## src/rtl/counter_pkg.sv

```systemverilog
// Shared definitions for the multi-mode counter: the mode encoding used on the
// mode port and by the next-state logic.
package counter_pkg;

    typedef logic [1:0] mode_t;

    localparam mode_t MODE_UP      = 2'b00;
    localparam mode_t MODE_DOWN    = 2'b01;
    localparam mode_t MODE_JOHNSON = 2'b10;
    localparam mode_t MODE_RING    = 2'b11;

endpackage : counter_pkg

```

## src/rtl/counter_next_state.sv

```systemverilog
// Combinational next-state and terminal-state logic for param_mode_counter:
// load clamping, per-mode step, wrap and illegal-code recovery.
module counter_next_state
    import counter_pkg::*;
#(
    parameter int              WIDTH   = 4,
    parameter longint unsigned MODULUS = 64'd1 << WIDTH
) (
    input  logic [WIDTH-1:0] q_i,
    input  mode_t            mode_i,
    input  logic             load_i,
    input  logic [WIDTH-1:0] d_i,
    input  logic             en_i,
    output logic [WIDTH-1:0] q_next_o,
    output logic             term_o
);

    localparam logic [WIDTH-1:0] ZERO     = '0;
    localparam logic [WIDTH-1:0] ONE      = WIDTH'(1);
    localparam logic [WIDTH-1:0] MAX_VAL  = WIDTH'(MODULUS - 64'd1);
    localparam logic [WIDTH-1:0] MSB_ONLY = {1'b1, {(WIDTH-1){1'b0}}};

    logic [WIDTH-1:0] q_inv;
    logic [WIDTH-1:0] up_step;
    logic [WIDTH-1:0] down_step;
    logic [WIDTH-1:0] john_step;
    logic [WIDTH-1:0] ring_step;
    logic [WIDTH-1:0] clamp_d;
    logic [WIDTH-1:0] step_val;
    logic [WIDTH-1:0] load_val;
    logic             john_legal;

    assign q_inv = ~q_i;

    // q > MAX_VAL only happens after a mode switch; it shares the wrap paths.
    assign up_step   = (q_i >= MAX_VAL) ? ZERO : q_i + ONE;
    assign down_step = (q_i == ZERO || q_i > MAX_VAL) ? MAX_VAL : q_i - ONE;
    assign clamp_d   = (d_i > MAX_VAL) ? MAX_VAL : d_i;

    assign john_legal = ((q_i & (q_i + ONE)) == ZERO) ||
                        ((q_inv & (q_inv + ONE)) == ZERO);
    assign john_step  = john_legal ? {q_i[WIDTH-2:0], ~q_i[WIDTH-1]} : ZERO;
    assign ring_step  = $onehot(q_i) ? {q_i[WIDTH-2:0], q_i[WIDTH-1]} : ONE;

    // NOTE: every output of this block gets a default first so no path infers a latch.
    always_comb begin
        step_val = q_i;
        load_val = d_i;
        term_o   = 1'b0;
        case (mode_i)
            MODE_UP: begin
                step_val = up_step;
                load_val = clamp_d;
                term_o   = (q_i == MAX_VAL);
            end
            MODE_DOWN: begin
                step_val = down_step;
                load_val = clamp_d;
                term_o   = (q_i == ZERO);
            end
            MODE_JOHNSON: begin
                step_val = john_step;
                term_o   = (q_i == MSB_ONLY);
            end
            default: begin
                step_val = ring_step;
                term_o   = (q_i == MSB_ONLY);
            end
        endcase
    end

    assign q_next_o = load_i ? load_val : (en_i ? step_val : q_i);

endmodule : counter_next_state

```

## src/rtl/param_mode_counter.sv

```systemverilog
// Parametrised multi-mode counter: q register with asynchronous reset and a
// cascadable combinational terminal-count output.
module param_mode_counter
    import counter_pkg::*;
#(
    parameter int              WIDTH   = 4,
    parameter longint unsigned MODULUS = 64'd1 << WIDTH
) (
    input  logic             clk,
    input  logic             rst,
    input  logic             en,
    input  logic             load,
    input  logic [WIDTH-1:0] d,
    input  logic [1:0]       mode,
    output logic [WIDTH-1:0] q,
    output logic             tc
);

    logic [WIDTH-1:0] q_q;
    logic [WIDTH-1:0] q_d;
    logic             term;

    counter_next_state #(
        .WIDTH   (WIDTH),
        .MODULUS (MODULUS)
    ) u_next (
        .q_i      (q_q),
        .mode_i   (mode),
        .load_i   (load),
        .d_i      (d),
        .en_i     (en),
        .q_next_o (q_d),
        .term_o   (term)
    );

    // NOTE: sequential state uses non-blocking assignments so all flops update together.
    always_ff @(posedge clk or posedge rst) begin
        if (rst) q_q <= '0;
        else     q_q <= q_d;
    end

    assign q  = q_q;
    // Kept combinational so it can feed a downstream counter's en in the same cycle.
    assign tc = term & en;

endmodule : param_mode_counter

```

## config.mk

```make
export PLATFORM = sky130hd
export DESIGN_NAME = param_mode_counter
export DESIGN_NICKNAME = d
export VERILOG_FILES = /design/src/rtl/counter_pkg.sv /design/src/rtl/counter_next_state.sv /design/src/rtl/param_mode_counter.sv
export SDC_FILE = /design/constraint.sdc
export NUM_CORES = 1
export LEC_CHECK = 0
export ABC_AREA = 1
export CAP_MARGIN = 30
export CORE_AREA = 4 4 44 46
export DETAILED_ROUTE_END_ITERATION = 10
export DIE_AREA = 0 0 48 50
export PLACE_DENSITY = 0.73
export SYNTH_ARGS = -nofsm -noshare
export SYNTH_HDL_FRONTEND = slang
export SYNTH_HIERARCHICAL = 1
export SYNTH_SLANG_ARGS = --single-unit
```

## constraint.sdc

```tcl
create_clock -name clk -period 2.05 [get_ports clk]
set_input_delay 0.3075 -clock clk [delete_from_list [all_inputs] [get_ports clk]]
set_output_delay 0.3075 -clock clk [all_outputs]
set_load 0.005 [all_outputs]
```

# ---- After elaboration in Yosys (flattened, before gate mapping)
# Index checks and enable logic that the tools add are counted.
# Widths: inputs -> output; s select.
dict set report totals {
  ff_bits 4
  elab_cells 38
}
dict set report op_classes {
  addsub 6
  magnitude_cmp 3
  eq_ne 5
  n_mux 10
  bitwise_logic 5
  n_reduce_logical 8
}
# operator count
set op_table {}
lappend op_table {{$mux 4} 8}
lappend op_table {{$logic_not 4->1} 3}
lappend op_table {{$pmux 4 s3} 1}
lappend op_table {{$add 4x1->4 const B} 2}
lappend op_table {{$and 4x4->4} 2}
lappend op_table {{$eq 4x4->1 const B} 2}
lappend op_table {{$gt 4x4->1 const B} 2}
lappend op_table {{$add 1x1->2} 2}
lappend op_table {{$ge 4x4->1 const B} 1}
lappend op_table {{$not 4->4} 1}
lappend op_table {{$sub 4x1->4 const B} 1}
lappend op_table {{$add 3x3->3} 1}
lappend op_table {{$eq 3x1->1 const B} 1}
lappend op_table {{$eq 2x1->1 const B} 1}
lappend op_table {{$eq 2x2->1 const B} 1}
lappend op_table {{$logic_not 2->1} 1}
lappend op_table {{$logic_or 1x1->1} 2}
lappend op_table {{$pmux 1 s2} 1}
lappend op_table {{$reduce_bool 2->1} 1}
lappend op_table {{$reduce_or 2->1} 1}
lappend op_table {{$and 1x1->1} 1}
lappend op_table {{$not 1->1} 1}

# ---- Logic depth before layout (Yosys ltp)
# Gate-level depths: netlist (run 1).
dict set report depth {
  depth_word 9
  ltp_mapped 12
}

# ---- Cells and area by module
# Netlist (run 1), hierarchy kept.
# mod instances cells_each area_each_um2
set modules_own_cells {}
lappend modules_own_cells {counter_next_state 1 96 526.8}
lappend modules_own_cells {param_mode_counter 1 7 111.4}

# ---- Least setup slack after synthesis (run 1)
# No wires, ideal clock.
dict set report synth_timing {
  path_type {register to register}
  startpoint {reg q_q[0] (netlist: q[0])}
  endpoint {reg q_q[2] (netlist: q[2])}
  setup_time_ps 73
  arrival_time_ps 2146
  required_ps 1977
  slack_ps -169
  stages_incl_launch_ff 12
  path_buffers 0
  period_less_slack_ps 2219
  path_cell_list {dfrtp_1 inv_1 fa_1 inv_1 ha_1 ha_1 nand3b_1 nor2_1 nor2_1 nor2_1 nand2_2 a21oi_2}
}
dict set report synth_via {
  elab_chain_cells 9
  word_cells_on_any_way 23
  cone_classes {add/sub: 5; order compare: 2; eq/ne: 1; mux: 7; bitwise: 3; reduce/logical: 5}
}
# item line_no
set synth_lines {}
lappend synth_lines {{start: declaration} param_mode_counter.sv:19} ;# logic [WIDTH-1:0] q_q;
lappend synth_lines {{start signal: assignment} param_mode_counter.sv:39} ;# else q_q <= q_d;
lappend synth_lines {{$not 4->4} counter_next_state.sv:33} ;# assign q_inv = ~q_i;
lappend synth_lines {{$add 4x1->4} counter_next_state.sv:41} ;# ((q_inv & (q_inv + ONE)) == ZERO);
lappend synth_lines {{$and 4x4->4} counter_next_state.sv:41}
lappend synth_lines {{$logic_not 4->1} counter_next_state.sv:41}
lappend synth_lines {{$logic_or 1x1->1} counter_next_state.sv:40} ;# assign john_legal = ((q_i & (q_i + ONE)) == ZERO) ||
lappend synth_lines {{$mux 4} counter_next_state.sv:42} ;# assign john_step = john_legal ? {q_i[WIDTH-2:0], ~q_i[WIDTH-1]} : ZERO;
lappend synth_lines {{$pmux 4 s3 (*)} counter_next_state.sv:50} ;# case (mode_i)
lappend synth_lines {{$mux 4 (*) (2 in a row)} counter_next_state.sv:72} ;# assign q_next_o = load_i ? load_val : (en_i ? step_val : q_i);
lappend synth_lines {{named net q_d[2]} param_mode_counter.sv:20} ;# logic [WIDTH-1:0] q_d;
# The timed path passes the listed nets; every way through them passes the cells marked *. The select of a mux whose other input is x is not followed.
# A chain may end at the register's enable or synchronous reset.

# ---- Final worst setup path (run 1)
dict set report layout_timing {
  startpoint {reg q_q[0] (netlist: q[0])}
  endpoint {reg q_q[1] (netlist: q[1])}
}
# Same word-level chain as after synthesis.

==> summary.md, run 1 <==
| Metric | Value |
|---|---|
| Status | complete, but fails checks |
| Failing checks | setup timing |
| DP Worst Slack | -0.152 ns |
| CTS buffer count | 3 |
| CP max stage delay | around 0.47 ns |
| Worst r2r path cells | 12 |
| Slowest CP cell | fa_1 |
| CP Launch Type | flip-flop |
| Total grt overflow | 0 |
| Worst slew margin | 83.8% |
| CTS tree | yes |
| Max clock buf depth | 2 |
| Area of placed instances | roughly 890 um2 |
| Total GRT Usage | between 10% and 20% |
| Post-Route Setup TNS | -0.539 ns |
| Root buffer cell | clkbuf_4 |
| Placed insts | roughly 150 |
| Routed via count | 810 |
| Post-route worst setup slack | -0.158 ns |
| Final instance count without filler cells | 152 |
| Post-synth top area share | between 15 and 20% |
| Worst R2R End | q[1] |
| Clock Pin Slew Worst Setup and Hold Paths | roughly 0.040 ns |
| Drt drc | 0 |
| Core area | between 1500 and 2000 um2 |
| Buffers on Ports | 14 |
| Routed Antenna Nets | 0 |
| Worst hold path type | in -> async |
| Final wirelength | 1950 um |
| Pwr per Cell Area | between 500 and 600 nW/um2 |
| CP endpoint kind | flip-flop |
| DPL Wire Length | about 1500 um |
| # rows | 14 |
| Routability cong. | between 0.8 and 0.9 |
| Max Slew Vio Count | 0 |
| Post-layout minimum cycle time | roughly 2.2 ns |
| Clock Latency Late Sink | 0.24 ns |
| Global-route wire length before repair | around 3200 um |
| Largest cells by area after synthesis | ha_1 18%, dfrtp_1 16%, nor2_1 14% |
| Largest register FFs | 4 |
| H-tree lvl count | 1 |
| Leak | approximately 0.5 nW |
| Final number of hold-violating endpoints | 0 |
| Post-Synthesis Cell Area | between 600 and 700 um2 |
| Critical path class | reg -> reg |
| CTS sink count | 4 |
| Worst-margin pin slew | between 0.2 and 0.25 ns |
| FILL cells | between 100 and 150 |
| Seq/Total Area, Yosys | between 15 and 20% |
| Clk_skew | approximately 0.0076 ns |
| Syn Area/Cell | approximately 6.2 um2 |
| Most common cell after layout, fill and taps aside | nor2_1 |
| Vias in the first global route | approximately 750 |
| Vias/cell | 5.33 |
| F_max | between 0.4 and 0.5 GHz |
| WHS | roughly 0.27 ns |
| RSZ-0062 raised after global routing | yes |
| Warning count from the yosys run | 6 |
| Worst Path Max Fanout | 4 |
| Max VDD drop | between 200 and 250 uV |
| Final total power | 0.515 mW |
| Detailed Route Iter0 Violations | 44 |
| Initial antenna violation count | 0 |
| Area grow syn2layout | 53.3% |
| Pre-Repair DR Iteration Count | 4 |
| Core Util, Final | between 60% and 70% |
| Area leader, netlist | ha_1 |
| R2R Setup Slk | -0.16 ns |
| Antenna diodes | 0 |
| Most used cell, CP | nor2_1 |
| Number of synthesized register bits | 4 |
| Initial Util | a little over two fifths |
| Distinct cells, synth | 19 |
| Crit Reg-Reg Startpoint | q[0] |
| IO Count | 15 |
| Mapped Cells | between 100 and 150 |
| Synth Net Count | between 100 and 150 |
| Crit share post-route | 108% |
| CP Cell Sequence | inv_2 -> buf_6 -> fa_1 -> inv_1 -> ha_2 -> ha_4 -> nand3b_1 -> nor2_1 -> nor2_1 -> nor2_1 -> nand2_1 -> a21oi_2 |
| Wirelength per Cell | between 10 and 15 um |
| Final setup viols | 5 |
| Die width | roughly 48 um |
| Die Y | roughly 50 um |
| Critical Path RT | 2.21 ns |
| Post-route cell area | around 1000 um2 |
| Max-cap viol count | 0 |
| Crit path DAT | roughly 2.4 ns |
| Pin count of the biggest net entering global routing | 9 |
| Most frequent cells in the layout | 22 x nor2_1, 17 x nand2_1, 15 x buf_4 |
| Final Net Count | 158 |
| Die Area | around 2400 um2 |
| Layout cells sized above 1 | around 30% |
## Yosys cell counts
cell,number
inv_2,2
nand3b_1,1
nor3_1,1
dfrtp_1,4
ha_1,9
nand2_1,17
fa_1,1
nor2_2,1
nor2_1,23
inv_1,16
a21oi_1,6
nand2_2,3
o21ai_0,1
and2_4,1
a21oi_2,2
nand3_1,9
o21ai_1,3
o311ai_0,1
nand3_2,2
## layout make-up
| class | instances | area (um2) | share of cell area [%] |
|---|---|---|---|
| multi-input cells | 81 | 500 | 51.2 |
| flip-flops and latches | 4 | 103 | 10.5 |
| clock buffers | 3 | 22.5 | 2.30 |
| inverters | 18 | 67.6 | 6.91 |
| repair buffers | 30 | 265 | 27.1 |
| well taps | 16 | 20.0 | 2.05 |
## how the worst max path moves through the flow
stage,start,to,slack (ns),cells after the start
finish,q[0],q[1],-0.16,12
global route,q[0],q[1],-0.25,12
CTS,q[0],q[1],-0.13,12
detailed placement,mode[0],tc,-0.15,8
global placement,mode[0],tc,-0.12,8
floorplan,q[3],q[2],-0.09,11
## worst max-delay path: cells and delay by family (launching register included)
kind                     cells  cell delay (ns)
adder cells (fa/ha/maj)      3             0.84
AND/OR/NAND/NOR              5             0.64
buffers and inverters        3             0.19
AO/OA/AOI/OAI                1             0.11
flip-flops                   1             0.34
## cells by family after synthesis
logic type	synth area share, %
adders and majority gates	20.8
buffers and inverters	10.6
DFF	15.7
AOI/OAI and AO/OA	12.0
and+or+nand+nor	41.0
## per-layer routing
metal | part of all wire, % | global-route usage (%) | vias to the layer above
li1 | - | - | 394
met1 | 41 | 21.6 | 377
met2 | 52 | 30.4 | 33
met3 | 5.7 | 4.00 | 6
met4 | 1.3 | 8.52 | 0
met5 | 0 | 0 | -
## report_power, final
| part | leakage [nW] | switching, mW | total, mW | internal [mW] |
|---|---|---|---|---|
| sequential | 0.0441 | 0.00974 | 0.0991 | 0.0894 |
| combinational | 0.428 | 0.167 | 0.318 | 0.151 |
| clock | 0.0138 | 0.0324 | 0.0978 | 0.0655 |
| total | 0.486 | 0.209 | 0.515 | 0.306 |
## what timing repair did
action                     in CTS  in global routing
hold buffers                    0                  0
setup endpoints to repair       5                  5
setup buffers                   4                  0
pin swaps                       7                  0
resized for setup              10                  0
Note: power is estimated with default switching activity, not from simulation.
==> run 2: changes to the inputs <==
--- a/config.mk
+++ b/config.mk
@@ -6,7 +6,6 @@
 export NUM_CORES = 1
 export LEC_CHECK = 0
 export ABC_AREA = 1
-export CAP_MARGIN = 30
 export CORE_AREA = 4 4 44 46
 export DETAILED_ROUTE_END_ITERATION = 10
 export DIE_AREA = 0 0 48 50
==> results of run 2 <==
Same layout as run 1: the final DEF is identical, and so are final timing and power.
